==> config.mk <==
export PLATFORM = sky130hd
export DESIGN_NAME = txd_arbiter
export DESIGN_NICKNAME = d
export VERILOG_FILES = /design/src/rtl/txd_arbiter.sv
export SDC_FILE = /design/constraint.sdc
export NUM_CORES = 1
export LEC_CHECK = 0
export BUFFER_PORTS_ARGS = -buffer_cell sky130_fd_sc_hd__buf_4
export CORE_ASPECT_RATIO = 0.8
export CORE_MARGIN = 2
export CORE_UTILIZATION = 45
export CTS_BUF_LIST = sky130_fd_sc_hd__clkbuf_4 sky130_fd_sc_hd__clkbuf_8 sky130_fd_sc_hd__clkbuf_16
export DETAILED_ROUTE_END_ITERATION = 8
export GPL_ROUTABILITY_DRIVEN = 0
export PLACE_DENSITY = 0.75
export SLEW_MARGIN = 20
export SYNTH_ARGS = -nofsm -noshare
export SYNTH_HDL_FRONTEND = slang
export SYNTH_SLANG_ARGS = --single-unit
==> constraint.sdc <==
create_clock -name clk -period 1.9 [get_ports clk]
set_clock_uncertainty 0.05 [all_clocks]
set_input_delay 0.38 -clock clk [delete_from_list [all_inputs] [get_ports clk]]
set_output_delay 0.38 -clock clk [all_outputs]
set_load 0.05 [all_outputs]
==> src/rtl/txd_arbiter.sv <==
// Round-robin arbiter sharing one byte transmitter between NUM_REQ packet sources.
// Grant is held for a whole packet; a stalled owner is dropped after TIMEOUT_CYCLES.
module txd_arbiter #(
   parameter int NUM_REQ        = 2,
   parameter int TIMEOUT_CYCLES = 0
) (
   input  logic                 clk,
   input  logic                 reset,
   input  logic [NUM_REQ-1:0]   req_valid,
   input  logic [8*NUM_REQ-1:0] req_data,
   input  logic [NUM_REQ-1:0]   req_last,
   output logic [NUM_REQ-1:0]   req_ready,
   input  logic                 txd_ready_next,
   output logic                 txd_start,
   output logic [7:0]           txd_data,
   output logic [NUM_REQ-1:0]   grant,
   output logic                 busy,
   output logic                 pkt_done,
   output logic                 err_timeout
);

   localparam int IW = $clog2(NUM_REQ);
   localparam int CW = (TIMEOUT_CYCLES > 0) ? $clog2(TIMEOUT_CYCLES + 1) : 1;

   localparam logic [1:0] ST_IDLE = 2'd0;
   localparam logic [1:0] ST_SEND = 2'd1;
   localparam logic [1:0] ST_GAP  = 2'd2;

   logic [1:0]    state;
   logic [IW-1:0] last_grant;
   logic          eop;
   logic [CW-1:0] cnt;

   logic          any_req;
   logic [IW-1:0] winner;
   logic          g_valid;
   logic          g_last;
   logic [7:0]    g_data;
   logic          accept;

   // Rotating priority: first requester after the previous owner wins.
   always_comb begin
      int idx;
      any_req = 1'b0;
      winner  = last_grant;
      idx     = 0;
      for (int k = 1; k <= NUM_REQ; k++) begin
         idx = int'(last_grant) + k;
         if (idx >= NUM_REQ) idx = idx - NUM_REQ;
         if (!any_req && req_valid[idx[IW-1:0]]) begin
            any_req = 1'b1;
            winner  = idx[IW-1:0];
         end
      end
   end

   // last_grant doubles as the index of the current owner while busy.
   assign g_valid   = req_valid[last_grant];
   assign g_last    = req_last[last_grant];
   assign g_data    = req_data[{last_grant, 3'b000} +: 8];
   assign accept    = (state == ST_SEND) && g_valid && txd_ready_next;
   assign req_ready = accept ? grant : '0;
   assign busy      = (state != ST_IDLE);

   always_ff @(posedge clk) begin
      if (reset) begin
         state       <= ST_IDLE;
         grant       <= '0;
         last_grant  <= IW'(NUM_REQ - 1);
         eop         <= 1'b0;
         cnt         <= '0;
         txd_start   <= 1'b0;
         txd_data    <= 8'h00;
         pkt_done    <= 1'b0;
         err_timeout <= 1'b0;
      end else begin
         txd_start   <= 1'b0;
         pkt_done    <= 1'b0;
         err_timeout <= 1'b0;
         case (state)
            ST_IDLE: begin
               cnt <= '0;
               eop <= 1'b0;
               if (any_req) begin
                  grant      <= NUM_REQ'(1) << winner;
                  last_grant <= winner;
                  state      <= ST_SEND;
               end
            end
            ST_SEND: begin
               if (accept) begin
                  txd_data  <= g_data;
                  txd_start <= 1'b1;
                  cnt       <= '0;
                  eop       <= g_last;
                  state     <= ST_GAP;
               end else if (TIMEOUT_CYCLES != 0 && txd_ready_next && !g_valid) begin
                  // Only source starvation counts; transmitter back-pressure never does.
                  if (cnt == CW'(TIMEOUT_CYCLES - 1)) begin
                     err_timeout <= 1'b1;
                     grant       <= '0;
                     state       <= ST_IDLE;
                  end else begin
                     cnt <= cnt + 1'b1;
                  end
               end
            end
            ST_GAP: begin
               if (eop) begin
                  pkt_done <= 1'b1;
                  grant    <= '0;
                  state    <= ST_IDLE;
               end else begin
                  state <= ST_SEND;
               end
            end
            default: begin
               grant <= '0;
               state <= ST_IDLE;
            end
         endcase
      end
   end

endmodule

==> impl_metrics.toml <==
[global_routing]
grt_antenna_before_repair = 0
grt_pass1_wl_um = 3111
grt_use_total = 0.1860
gr-total-overflow = 0
grt_pass1_vias = 718
grt_max_degree = 19

[synthesis]
yosys-top-cells-count = "dfxtp_1 (16), a31oi_1 (10), mux2i_1 (10)"
synth_most_common_cell = "dfxtp_1"
syn_inst = 85
synth_top_area_cell = "dfxtp_1"
ys_types = 28
syn-num-nets = 108
synth_area_leaders = "dfxtp_1 (40%), mux2i_1 (12%), a311oi_1 (8.6%)"
yosys_warnings = 0
synth_edf_count = 0
ys_async_sr_fraction = 0
avgSynthCellArea_um2 = 9.539
ys_ff_latch = 16
ys.flop_type = "dfxtp_1"
synth_seq_area_share = 0.3951
syn-cell-area_um2 = 810.8
yosysTopAreaCellShare = 0.3951

[timing]
fin_crit_sh = 0.9447
drv_slew = 0
fin_crit_ns = 1.795
fmax_mhz = 557.1
setup_violations = 0
hold_viol_final = 0
fin_hold_ws_ns = 0.3328
rsz0062_at_grt = "false"

[pwr]
ir_worst_vdd_mv = 0.8334
clkPwrFrac = 0.253
switching_share = 0.3220
power_leakage_nw = 0.5127
powerDensity_mw_per_mm2 = 774.1
p_switching_w = 0.0002754
pwr-share-comb = 0.312
p_seq_frac = 0.436
p_int_w = 0.0005798

[route]
vias = 766
ant_nets = 0
drc = 0
routedWlPerCell_um = 13.35
wl_um = 1896
drtIter0Drc = 22
drt_pass1_iterations = 4
viasPerCell = 5.394

[setup_path]
cp_slowest_cell = "mux2_4"
worstSetupPathType = "reg -> out"
cp.arrival_ns = 1.36
cp_max_fo = 10
crit_path_max_incr_delay_ns = 0.37
critPathRequiredTime_ns = 1.47
cp_cell_sequence = "mux2_4 -> nand3_2 -> nor2_1 -> buf_4"
start_kind = "register"
endpoint_kind = "output pin"

[clock_network]
path_clk_slew_ns = 0.09
clock_sinks = 16
clk_latency_ns = 0.28
cts_made_buffers = 3
cts_tree = "yes"
cts_root_buf = "clkbuf_4"
cts_htree_levels = 1
holdBufCountCts = 0
cts_buffer_depth = 2

[die]
fp.dieH_um = 41.97
ioPinCount = 39
core_mm2 = 0.001659
initial_utilization = 0.4887
row_count = 13
die_area_mm2 = 0.002159
die_w_um = 51.46

[finish]
drive_above_1_share = 0.4083
final_core_utilization = 0.6659
fillers = 143
final_cell_count_no_fill = 142
area_growth_pct = 36.27
antenna_cells = 0
finalNetCount = 144

[placement]
port_buffers = 37
hpwlAfterDp_um = 1403
dpl.cell_count = 138

[min_path]
hold_path_class = "in -> reg"

[job]
drv_cap = 0

[run_status]
status = "completed"
==> cell families after synthesis <==
logic type | count (synthesis) | share of synthesized area
compound gates | 24 | 0.2191
simple gates | 20 | 0.1281
flops | 16 | 0.3951
mux | 12 | 0.1559
buf+inv | 12 | 0.09722
other cells | 1 | 0.004625
==> cell type report <==
cell class	count	area, um2	area share
well taps	22	27.53	0.02492
multi-input cells	57	411.6	0.3726
clock buffers	4	36.28	0.03284
flip-flops and latches	16	321.6	0.2911
repair buffers	39	292.8	0.2650
inverters	4	15.01	0.01359
==> worst paths after layout <==
check              from           end  slack [ns]  cells past startpoint
max          last_grant  req_ready[0]        0.11                      4
min reg2reg    state[0]      pkt_done        0.45                      1
min               reset      state[0]        0.33                      2
max reg2reg  last_grant   txd_data[4]        0.38                      4
==> cells in the final DEF (no fill, tap or decap) <==
| master | netlist | final |
|---|---|---|
| o21ai_1 | 1 | 1 |
| mux2_4 | 1 | 1 |
| o31ai_1 | 2 | 2 |
| mux2i_1 | 10 | 10 |
| a221o_1 | 1 | 1 |
| nand3_1 | 1 | 1 |
| nor2_1 | 6 | 6 |
| a311oi_1 | 8 | 8 |
| nand4_1 | 1 | 1 |
| dfxtp_2 | 0 | 1 |
| mux2_2 | 1 | 1 |
| nand3_2 | 1 | 1 |
| nor3_1 | 2 | 2 |
| nand3b_1 | 1 | 1 |
| clkbuf_8 | 0 | 1 |
| or2_1 | 1 | 1 |
| o21bai_1 | 1 | 1 |
| nor2b_2 | 1 | 1 |
| a31oi_1 | 10 | 10 |
| inv_1 | 4 | 4 |
| nand2_1 | 4 | 4 |
| buf_4 | 2 | 39 |
| nor2b_1 | 1 | 1 |
| nor2_2 | 1 | 1 |
| dfxtp_1 | 16 | 15 |
| clkbuf_4 | 1 | 3 |
| conb_1 | 1 | 1 |
| o211ai_1 | 1 | 1 |
==> sequential cells by signal (all words and copies together), names as in the netlist <==
signal and count:
txd_data 8, grant 2, state 2, eop 1
last_grant 1, pkt_done 1, txd_start 1
==> power groups by stage <==
stage               Combinational [W]  Sequential (W)  Clock, W
floorplan                    0.000144        0.000428         0
global placement             0.000263        0.000379         0
detailed placement           0.000267        0.000379         0
CTS                          0.000267        0.000372  0.000221
global route                 0.000287        0.000375  0.000240
finish                       0.000267        0.000372  0.000216
==> worst max-delay path: cells and delay by family (launching register included) <==
family	cells	cell delay (ns)
AND/OR/NAND/NOR	2	0.18
buffers and inverters	1	0.18
multiplexers	1	0.37
flip-flops	1	0.36
==> stage by stage <==
step / setup WS [ns] / area (um2) / power [W] / setup TNS (ns)
after floorplan: -0.07888 / 810.8 / 0.0005721 / -0.1578
after global placement: 0.2917 / 1067 / 0.0006427 / 0
after detailed placement: 0.2675 / 1067 / 0.0006458 / 0
after CTS: 0.09669 / 1104 / 0.0008604 / 0
after global routing: 0.01583 / 1105 / 0.0009020 / 0
final: 0.1051 / 1105 / 0.0008553 / 0
==> repair_timing <==
item	CTS	global route
setup endpoints to repair	0	1
hold endpoints to repair	0	0
resized for setup	0	1
buffers inserted	0	0
==> routing by layer <==
metal  vias to the layer above  GRT usage  wire [um]
met2                        30     0.3026        893
met3                         2    0.05396        112
met4                         0    0.03158         12
li1                        387          -          -
met5                         -          0          0
met1                       347     0.2467        877
Note: power is estimated with default switching activity, not from simulation.
